--- config.mk ---
export PLATFORM = sky130hd
export DESIGN_NAME = wbck_rr_arb_flat
export DESIGN_NICKNAME = d
export VERILOG_FILES = /design/src/rtl/wbck_pkg.sv /design/src/rtl/wbck_rr_arb_if.sv /design/src/rtl/wbck_rr_pick.sv /design/src/rtl/wbck_rr_arb.sv /design/src/flat_wrapper.sv
export SDC_FILE = /design/constraint.sdc
export NUM_CORES = 1
export LEC_CHECK = 0
export CELL_PAD_IN_SITES_DETAIL_PLACEMENT = 0
export CELL_PAD_IN_SITES_GLOBAL_PLACEMENT = 1
export CORE_MARGIN = 5
export CORE_UTILIZATION = 27
export CTS_CLUSTER_DIAMETER = 60
export DETAILED_ROUTE_END_ITERATION = 10
export PLACE_DENSITY = 0.95
export SLEW_MARGIN = 20
export SYNTH_ARGS = -nofsm -noshare
export SYNTH_HDL_FRONTEND = slang
export SYNTH_SLANG_ARGS = --single-unit
--- constraint.sdc ---
create_clock -name clk -period 8.4 [get_ports clk]
set_input_delay 1.26 -clock clk [delete_from_list [all_inputs] [get_ports clk]]
set_output_delay 1.26 -clock clk [all_outputs]
set_load 0.005 [all_outputs]
--- src/rtl/wbck_pkg.sv ---
// rtl/wbck_pkg.sv - shared constants and types for the write-back port arbiter
package wbck_pkg;

  localparam int WBCK_DW = 32;
  localparam int WBCK_AW = 5;

  localparam int WBCK_SRC_ALU = 0;
  localparam int WBCK_SRC_LSU = 1;
  localparam int WBCK_SRC_MDV = 2;
  localparam int WBCK_SRC_CSR = 3;

  typedef struct packed {
    logic [WBCK_AW-1:0] rdidx;
    logic [WBCK_DW-1:0] wdat;
  } wbck_entry_t;

  typedef enum logic {
    BUF_EMPTY = 1'b0,
    BUF_FULL  = 1'b1
  } buf_state_e;

endpackage

--- src/rtl/wbck_rr_arb_if.sv ---
// rtl/wbck_rr_arb_if.sv - requester-side and regfile-side signals of the write-back arbiter
interface wbck_rr_arb_if
  import wbck_pkg::*;
#(
  parameter int N_REQ = 4,
  parameter int DW    = WBCK_DW,
  parameter int AW    = WBCK_AW,
  parameter int SW    = 2
);

  logic [N_REQ-1:0]    req_valid;
  logic [N_REQ-1:0]    req_ready;
  logic [N_REQ*DW-1:0] req_wdat;
  logic [N_REQ*AW-1:0] req_rdidx;
  logic                wbck_valid;
  logic                wbck_ready;
  logic [DW-1:0]       wbck_wdat;
  logic [AW-1:0]       wbck_rdidx;
  logic [SW-1:0]       wbck_src;

  modport slave (
    input  req_valid, req_wdat, req_rdidx, wbck_ready,
    output req_ready, wbck_valid, wbck_wdat, wbck_rdidx, wbck_src
  );

  modport master (
    output req_valid, req_wdat, req_rdidx, wbck_ready,
    input  req_ready, wbck_valid, wbck_wdat, wbck_rdidx, wbck_src
  );

endinterface

--- src/rtl/wbck_rr_pick.sv ---
// rtl/wbck_rr_pick.sv - combinational rotate-priority picker
// Scans i_ptr, i_ptr+1, ... wrapping, and returns the first set request.
module wbck_rr_pick
  import wbck_pkg::*;
#(
  parameter int N_REQ = 4,
  parameter int SW    = 2
) (
  input  logic [N_REQ-1:0] i_req,
  input  logic [SW-1:0]    i_ptr,
  output logic [N_REQ-1:0] o_grant,
  output logic [SW-1:0]    o_idx,
  output logic             o_any
);

  always_comb begin
    int w_pos;
    o_grant = '0;
    o_idx   = '0;
    o_any   = 1'b0;
    w_pos   = 0;
    for (int k = 0; k < N_REQ; k++) begin
      w_pos = int'(i_ptr) + k;
      if (w_pos >= N_REQ) w_pos = w_pos - N_REQ;
      if (!o_any && i_req[w_pos]) begin
        o_any          = 1'b1;
        o_grant[w_pos] = 1'b1;
        o_idx          = SW'(w_pos);
      end
    end
  end

endmodule

--- src/rtl/wbck_rr_arb.sv ---
// rtl/wbck_rr_arb.sv - round-robin arbiter for the shared regfile write-back port
// Optional WBCK_ARB_P0_PRIO_EN: requester 0 gets fixed top priority, others stay round-robin.
module wbck_rr_arb
  import wbck_pkg::*;
#(
  parameter int N_REQ = 4,
  parameter int DW    = WBCK_DW,
  parameter int AW    = WBCK_AW,
  parameter int SW    = 2
) (
  input logic          clk,
  input logic          rst,
  wbck_rr_arb_if.slave bus
);

  buf_state_e       r_state;
  buf_state_e       w_state_nxt;
  logic [SW-1:0]    r_ptr;
  logic [SW-1:0]    w_ptr_nxt;
  logic [DW-1:0]    r_wdat;
  logic [AW-1:0]    r_rdidx;
  logic [SW-1:0]    r_src;

  logic [N_REQ-1:0] w_pick_req;
  logic [N_REQ-1:0] w_pick_grant;
  logic [SW-1:0]    w_pick_idx;
  logic             w_pick_any;
  logic [N_REQ-1:0] w_grant;
  logic [SW-1:0]    w_grant_idx;
  logic             w_any;
  logic             w_ptr_adv;
  logic             w_can_accept;
  logic             w_hs;

`ifdef WBCK_ARB_P0_PRIO_EN
  // Requester 0 bypasses the rotation and never moves the pointer.
  assign w_pick_req  = {bus.req_valid[N_REQ-1:1], 1'b0};
  assign w_any       = bus.req_valid[0] | w_pick_any;
  assign w_grant     = bus.req_valid[0] ? {{(N_REQ-1){1'b0}}, 1'b1} : w_pick_grant;
  assign w_grant_idx = bus.req_valid[0] ? '0 : w_pick_idx;
  assign w_ptr_adv   = ~bus.req_valid[0];
`else
  assign w_pick_req  = bus.req_valid;
  assign w_any       = w_pick_any;
  assign w_grant     = w_pick_grant;
  assign w_grant_idx = w_pick_idx;
  assign w_ptr_adv   = 1'b1;
`endif

  wbck_rr_pick #(
    .N_REQ (N_REQ),
    .SW    (SW)
  ) u_pick (
    .i_req   (w_pick_req),
    .i_ptr   (r_ptr),
    .o_grant (w_pick_grant),
    .o_idx   (w_pick_idx),
    .o_any   (w_pick_any)
  );

  // A full buffer can still accept when it drains in the same cycle.
  assign w_can_accept  = (r_state == BUF_EMPTY) | bus.wbck_ready;
  assign w_hs          = w_any & w_can_accept;
  assign bus.req_ready = w_hs ? w_grant : '0;

  always_comb begin
    w_state_nxt = r_state;
    w_ptr_nxt   = r_ptr;
    case (r_state)
      BUF_EMPTY: if (w_hs) w_state_nxt = BUF_FULL;
      BUF_FULL:  if (bus.wbck_ready && !w_hs) w_state_nxt = BUF_EMPTY;
      default:   w_state_nxt = BUF_EMPTY;
    endcase
    if (w_hs && w_ptr_adv) begin
      w_ptr_nxt = (w_grant_idx == SW'(N_REQ - 1)) ? '0 : w_grant_idx + SW'(1);
    end
  end

  always_ff @(posedge clk) begin
    if (rst) begin
      r_state <= BUF_EMPTY;
      r_ptr   <= '0;
      r_wdat  <= '0;
      r_rdidx <= '0;
      r_src   <= '0;
    end else begin
      r_state <= w_state_nxt;
      r_ptr   <= w_ptr_nxt;
      if (w_hs) begin
        r_wdat  <= bus.req_wdat[int'(w_grant_idx)*DW +: DW];
        r_rdidx <= bus.req_rdidx[int'(w_grant_idx)*AW +: AW];
        r_src   <= w_grant_idx;
      end
    end
  end

  assign bus.wbck_valid = (r_state == BUF_FULL);
  assign bus.wbck_wdat  = r_wdat;
  assign bus.wbck_rdidx = r_rdidx;
  assign bus.wbck_src   = r_src;

endmodule

--- src/flat_wrapper.sv ---
// flat-port wrapper written by rule: the top's interface ports become plain ports
module wbck_rr_arb_flat import wbck_pkg::*;
#(
  parameter int N_REQ = 4,
  parameter int DW    = WBCK_DW,
  parameter int AW    = WBCK_AW,
  parameter int SW    = 2
)
  (clk, rst, bus_req_valid, bus_req_wdat, bus_req_rdidx, bus_wbck_ready, bus_req_ready, bus_wbck_valid, bus_wbck_wdat, bus_wbck_rdidx, bus_wbck_src);
  wbck_rr_arb_if #(.N_REQ(N_REQ), .DW(DW), .AW(AW), .SW(SW)) bus_i ();
  input logic clk;
  input logic rst;
  input wire logic [$bits(bus_i.req_valid)-1:0] bus_req_valid;
  input wire logic [$bits(bus_i.req_wdat)-1:0] bus_req_wdat;
  input wire logic [$bits(bus_i.req_rdidx)-1:0] bus_req_rdidx;
  input wire logic [$bits(bus_i.wbck_ready)-1:0] bus_wbck_ready;
  output wire logic [$bits(bus_i.req_ready)-1:0] bus_req_ready;
  output wire logic [$bits(bus_i.wbck_valid)-1:0] bus_wbck_valid;
  output wire logic [$bits(bus_i.wbck_wdat)-1:0] bus_wbck_wdat;
  output wire logic [$bits(bus_i.wbck_rdidx)-1:0] bus_wbck_rdidx;
  output wire logic [$bits(bus_i.wbck_src)-1:0] bus_wbck_src;
  assign bus_i.req_valid = bus_req_valid;
  assign bus_i.req_wdat = bus_req_wdat;
  assign bus_i.req_rdidx = bus_req_rdidx;
  assign bus_i.wbck_ready = bus_wbck_ready;
  assign bus_req_ready = bus_i.req_ready;
  assign bus_wbck_valid = bus_i.wbck_valid;
  assign bus_wbck_wdat = bus_i.wbck_wdat;
  assign bus_wbck_rdidx = bus_i.wbck_rdidx;
  assign bus_wbck_src = bus_i.wbck_src;
  wbck_rr_arb #(.N_REQ(N_REQ), .DW(DW), .AW(AW), .SW(SW)) u_core (.clk(clk), .rst(rst), .bus(bus_i));
endmodule
==> summary.md, run 1 <==
| Metric | Value |
|---|---|
| Number of global-route vias before repair | roughly 3300 |
| Hold buffers post-CTS | 0 |
| Busiest grt layer | met2 |
| Largest net degree at the start of global routing | 46 |
| # rows | 37 |
| H-tree lvl count | 2 |
| First-pass GRT wire length | 16400 um |
| Total power | ~0.0014 W |
| Register area share after synthesis | between 20% and 30% |
| Number of buffers added for setup after CTS | 0 |
| Worst-Skew Late Latency | around 0.30 ns |
| Die width | between 100 and 150 um |
| Slew HR | just under 50% |
| Clk slew on worst S/H paths | 0.07 ns |
| Synth Warn # | 0 |
| Peak VDD IR | 262.7 uV |
| CP Class | in2out |
| Total gr overflow | 0 |
| Die height | 113.0 um |
| CP Data Required Time | between 7 and 8 ns |
| Yosys reg bits | between 40 and 50 |
| Core Area | ~10000 um2 |
| RSZ-0062 raised after global routing | no |
| Worst setup SP type | primary input |
| Max Clk Rate | between 0.15 and 0.2 GHz |
| Setup-failing EPs final | 0 |
| Top FF cell, synth | dfxtp_1 |
| Commonest cells in the netlist | mux2i_1, nand2_1, dfxtp_1, o221ai_1, nor2_1 |
| Antenna Nets Post-Route | 0 |
| Syn_nets | ~470 |
| CTS tree | yes |
| Pre-antenna DRT Iters | 4 |
| Post-synthesis instance total | between 300 and 400 |
| Vias per cell | 4.949 |
| Root buf cell | clkbuf_8 |
| Post-synth EDFFs | 0 |
| Fill cells | 992 |
| Pwr dens | around 280 nW/um2 |
| Gpl congestion | 0.7976 |
| Hold Fails Final Rpt | 0 |
| Dpl cell area | approximately 4900 um2 |
| Final #Nets | 649 |
| Crit share post-route | between 60% and 70% |
| Met1 Use GR | 16.80% |
| Global routing usage on met2 | between 20 and 30% |
| Worst path slowest cell | clkdlybuf4s50_1 |
| Area Overhead vs Synth | 73.62% |
| Post-synth top area share | a little under 30% |
| Setup crit end kind | primary output |
| WL per Instance | 17.17 um |
| Post-Syn Area per Cell | 9.273 um2 |
| Total wire length | about 11000 um |
| CTS sink count | between 40 and 50 |
| I/O pins | 199 |
| HPWL Detailed | roughly 8700 um |
| Worst Path Max Fanout | 13 |
| Met3 usage | 5.508% |
| Cell area after layout | 4975 um2 |
| Yosys cell types | 40 |
| Synth area leader | dfxtp_1 |
| Fin util | between 40 and 50% |
| Clock skew | 0.02327 ns |
| Most frequent cell after synthesis | mux2i_1 |
| CP peak stage delay | approximately 0.63 ns |
| Initial antenna violation count | 0 |
| Worst slew pin tran | 0.7584 ns |
| Static Leak | a little under 2 nW |
| Worst path arrival time | about 3.8 ns |
| Vias | 3098 |
| CP most frequent cell | clkdlybuf4s50_1 |
| DRC | 0 |
| Worst path cell trace | clkdlybuf4s50_1, or3b_1, a211o_1, a21oi_1, or2_2, a221oi_1, nor2_1, clkdlybuf4s50_1 |
| Ant diodes | 0 |
| Ys async rst share | 0% |
| Max Slew Vio Count | 0 |
| Gr usage total | about 16% |
| Setup TNS | 0 ns |
| Main area contributors after synthesis | dfxtp_1, mux2i_1, o221ai_1 |
| Max_cap viols | 0 |
| Full die area | approximately 13000 um2 |
| Post-synthesis cell area | 2865 um2 |
| PortBufs | around 200 |
| Hold WC Path Type | reg2reg |
| Fraction of layout cells with a size suffix above 1 | around 4.7% |
| Status | completed |
| Min cycle time layout | 5.054 ns |
| CTS Buf Count | 5 |
| Post-CTS sizing | 0 |
| Initial Util | about 28% |
| Clock Tree Buf Depth | 2 |
| First DRT Iteration DRCs | between 90 and 100 |
==> layout by cell type, fill, tap and decap left out, drive strengths merged, types with 3 or more instances in the layout <==
| cell | count |
|---|---|
| mux2i | 74 |
| nor2 | 20 |
| clkdlybuf4s50 | 198 |
| o221ai | 36 |
| a21oi | 8 |
| mux4 | 3 |
| a22oi | 4 |
| nand2b | 4 |
| a221oi | 5 |
| nor3 | 3 |
| nand2 | 46 |
| buf | 4 |
| mux2 | 3 |
| nor2b | 4 |
| inv | 4 |
| ha | 5 |
| clkbuf | 5 |
| dfxtp | 42 |
==> critical path, delay by kind of cell <==
kind	cells	cell delay, ns
buffers and inverters	2	1.14
AO/OA/AOI/OAI	3	0.62
AND/OR/NAND/NOR	3	0.77
==> metal layers <==
| metal | routed length, um | part of all wire [%] |
|---|---|---|
| met5 | 0 | 0 |
| met4 | 214 | 2.0 |
| met3 | 869 | 8.1 |
| met2 | 5690 | 53 |
| met1 | 3977 | 37 |
==> where the power goes <==
part,total [W],internal [W],switching (W)
clock network,0.000136,0.0000587,0.0000775
logic,0.000920,0.000513,0.000406
registers,0.000348,0.000290,0.0000578
==> path summary, 6_finish.rpt <==
check	start	endpoint	slack, ns	cells past startpoint
worst max-delay path	bus_req_valid[0]	bus_req_ready[1]	3.35	8
worst min-delay path	u_core.bus.wbck_src[1]	u_core.bus.wbck_src[1]	0.46	2
worst max register to register	u_core.r_ptr[0]	u_core.r_ptr[0]	4.52	11
worst min register to register	u_core.bus.wbck_src[1]	u_core.bus.wbck_src[1]	0.46	2
==> per-stage QoR <==
step                      worst slack (ns)  cells  hold WS, ns
after global placement               3.475    617       0.4409
final                                3.346    626       0.4555
after floorplan                      4.590    309       0.4527
after global routing                 3.189    626       0.5009
after CTS                            3.381    626       0.4642
after detailed placement             3.378    618       0.4503
==> flip-flops by register name (all words and copies together) (netlist names) <==
register               cells
u_core.r_ptr               2
u_core.bus.wbck_src        2
u_core.bus.wbck_wdat      32
u_core.bus.wbck_valid      1
u_core.bus.wbck_rdidx      5
==> cells by family after synthesis <==
family | synth area share, %
adder cells (fa/ha/maj) | 2.183
AO/OA/AOI/OAI | 18.17
buffers and inverters | 7.162
multiplexers | 29.65
AND/OR/NAND/NOR | 13.49
flip-flops | 29.35
==> final cells by class <==
cell class / count / area, um2 / share of cell area, %
timing repair buffer: 202 / 2032 / 40.85
multi-input combinational: 235 / 1833 / 36.85
sequential: 42 / 840.8 / 16.90
tap: 136 / 170.2 / 3.421
clock buffer: 5 / 68.82 / 1.383
clock inverter: 3 / 18.77 / 0.3773
inverter: 3 / 11.26 / 0.2264
Power figures use the tool's default switching activity.
==> inputs of run 2 (changes only) <==
--- a/config.mk
+++ b/config.mk
@@ -8,10 +8,10 @@
 export CELL_PAD_IN_SITES_DETAIL_PLACEMENT = 0
 export CELL_PAD_IN_SITES_GLOBAL_PLACEMENT = 1
 export CORE_MARGIN = 5
-export CORE_UTILIZATION = 27
+export CORE_UTILIZATION = 22
 export CTS_CLUSTER_DIAMETER = 60
 export DETAILED_ROUTE_END_ITERATION = 10
-export PLACE_DENSITY = 0.95
+export PLACE_DENSITY = 0.85
 export SLEW_MARGIN = 20
 export SYNTH_ARGS = -nofsm -noshare
 export SYNTH_HDL_FRONTEND = slang
==> constraint.sdc (replaced) <==
create_clock -name clk -period 4.5 [get_ports clk]
set_input_delay 0.675 -clock clk [delete_from_list [all_inputs] [get_ports clk]]
set_output_delay 0.675 -clock clk [all_outputs]
set_load 0.005 [all_outputs]
==> run 2 against run 1 <==
  * Sequential share of layout area decreased by 0.37 points
  * Combinational power grew 85%
  * Final cell count up 5.6%
  * Die area grew 21%
  * Wire length rose by 2.4%
  * Total power rose by 98%
  * Final area increased by 2.4%
  * Non-clock buffer count did not move
  * Critical path depth increased by 1
  * Critical endpoint unchanged
  * Largest cell class unchanged
  * Highest routed layer unchanged
==> summary.md, run 2 (synthesis gave the netlist of run 1 again) <==
| Metric | Value |
|---|---|
| Gr usage total | a little over an eighth |
| Fin worst setup slack | around 0.42 ns |
| Worst path cell trace | inv_1, ha_1, mux4_2, nor2b_1, a22oi_1, nor2_1, a221oi_1, nor2_1, clkdlybuf4s50_1 |
| Number of flip-flops in the largest register | 32 |
| Worst hold slack | between 0.4 and 0.5 ns |
| Worst Path Max Fanout | 15 |
| HPWL Detailed | just under 9000 um |
| CP Data Required Time | ~3.8 ns |
| Clock Tree Buf Depth | 2 |
| Setup TNS | 0 ns |
| Gpl congestion | about 0.81 |
| Worst-Skew Late Latency | between 0.2 and 0.3 ns |
| I/O pins | around 200 |
| Vias per cell | between 4 and 5 |
| CP most frequent cell | nor2_1 |
| Total gr overflow | 0 |
| Initial antenna violation count | 0 |
| Worst path slowest cell | mux4_2 |
| PortBufs | around 200 |
| Fill cells | about 1300 |
| Area Overhead vs Synth | 77.82% |
| Total wire length | approximately 11000 um |
| Setup crit end kind | primary output |
| Full die area | around 15000 um2 |
| Worst path arrival time | ~3.4 ns |
| Pre-CTS setup slack | 0.4909 ns |
| DRC | 0 |
| Crit share post-route | about nine tenths |
| CP peak stage delay | 0.64 ns |
| Pre-antenna DRT Iters | 4 |
| CTS tree | yes |
| Clk slew on worst S/H paths | ~0.06 ns |
| Die height | approximately 120 um |
| Static Leak | 1.954 nW |
| Max Slew Vio Count | 0 |
| First-pass GRT wire length | 15950 um |
| H-tree lvl count | 2 |
| Core Area | 12670 um2 |
| First DRT Iteration DRCs | approximately 100 |
| Antenna Nets Post-Route | 0 |
| Min cycle time layout | 4.078 ns |
| Setup-failing EPs final | 0 |
| Peak VDD IR | around 200 uV |
| CP Class | reg2out |
| Status | completed |
| Pwr dens | 544.8 nW/um2 |
| Die width | approximately 120 um |
| WL per Instance | approximately 17 um |
| CTS Buf Count | 5 |
| CTS sink count | 42 |
| Ant diodes | 0 |
| Vias | between 3000 and 4000 |
| Root buf cell | clkbuf_16 |
| Max Clk Rate | around 0.25 GHz |
| RSZ-0062 raised after global routing | no |
| Number of buffers added for setup after CTS | 0 |
| Number of global-route vias before repair | 3236 |
| Clock skew | ~0.0053 ns |
| Final #Nets | between 600 and 700 |
| Commonest non-fill, non-tap cell in the layout | clkdlybuf4s50_1 |
| Worst slew pin tran | about 0.76 ns |
| Hold WC Path Type | reg2reg |
| Initial Util | roughly 23% |
| Hold Fails Final Rpt | 0 |
| Max_cap viols | 0 |
| Most frequent cells in the layout | clkdlybuf4s50_1, mux2i_1, nand2_1 |
| Fraction of layout cells with a size suffix above 1 | 4.703% |
| Worst setup SP type | flip-flop |
| Slew HR | about 49% |
| Largest net degree at the start of global routing | 42 |
| # rows | slightly above 40 |
run 2: cell count changes in the layout (fill, tap and decap cells not counted):
cell,previous run,this run
clkbuf_8,5,1
bufinv_16,0,1
dfxtp_1,42,41
buf_12,0,1
inv_6,1,0
clkbuf_16,0,5
clkinv_2,2,0
dfxtp_2,0,1
buf_16,1,0
run 2: cell type report:
class	count	area, um2	area share [%]
repair buffers	202	2024	39.73
multi-input cells	235	1833	35.98
flip-flops and latches	42	842.1	16.53
well taps	172	215.2	4.224
clock buffers	6	138.9	2.726
clock inverters	1	30.03	0.5894
inverters	3	11.26	0.2210
run 2: layer usage:
metal	up-vias	GRT usage (%)	part of all wire, %
met4	0	2.738	0.90
met2	112	24.73	54
met5	-	0	0
li1	1532	-	-
met1	1471	14.47	38
met3	9	4.405	7.2
run 2: critical path: cells and delay by family (launching register included):
kind / cells / cell delay, ns
DFF: 1 / 0.52
and+or+nand+nor: 3 / 0.54
adders and majority gates: 1 / 0.53
buffers and inverters: 2 / 0.71
muxes: 1 / 0.64
AOI/OAI and AO/OA: 2 / 0.17
run 2: stage by stage:
step | util [%] | instance area (um2) | cells | total power, W
after global routing | 40.21 | 5095 | 661 | 0.002959
after detailed placement | 38.87 | 4925 | 654 | 0.002376
after floorplan | - | 2865 | 309 | 0.001726
after global placement | 38.87 | 4925 | 654 | 0.002350
after CTS | 40.20 | 5094 | 661 | 0.002816
final | 40.21 | 5095 | 661 | 0.002776
run 2: what timing repair did:
action,CTS,global route
hold buffers,0,0
resized for setup,0,1
setup endpoints to repair,0,4
run 2: worst paths after layout:
kind / from / to / slack [ns] / cells after the start
setup / recovery: u_core.r_ptr[0] / bus_req_ready[1] / 0.42 / 9
hold / removal: u_core.bus.wbck_src[1] / u_core.bus.wbck_src[1] / 0.45 / 2
setup reg to reg: u_core.r_ptr[0] / u_core.r_ptr[0] / 1.07 / 10
hold reg to reg: u_core.bus.wbck_src[1] / u_core.bus.wbck_src[1] / 0.45 / 2
run 2: report_power, final:
part,leakage [nW],switching (W),internal [W]
Clock,0.0829,0.000149,0.000274
Combinational,1.52,0.000757,0.000940
Sequential,0.349,0.000111,0.000544
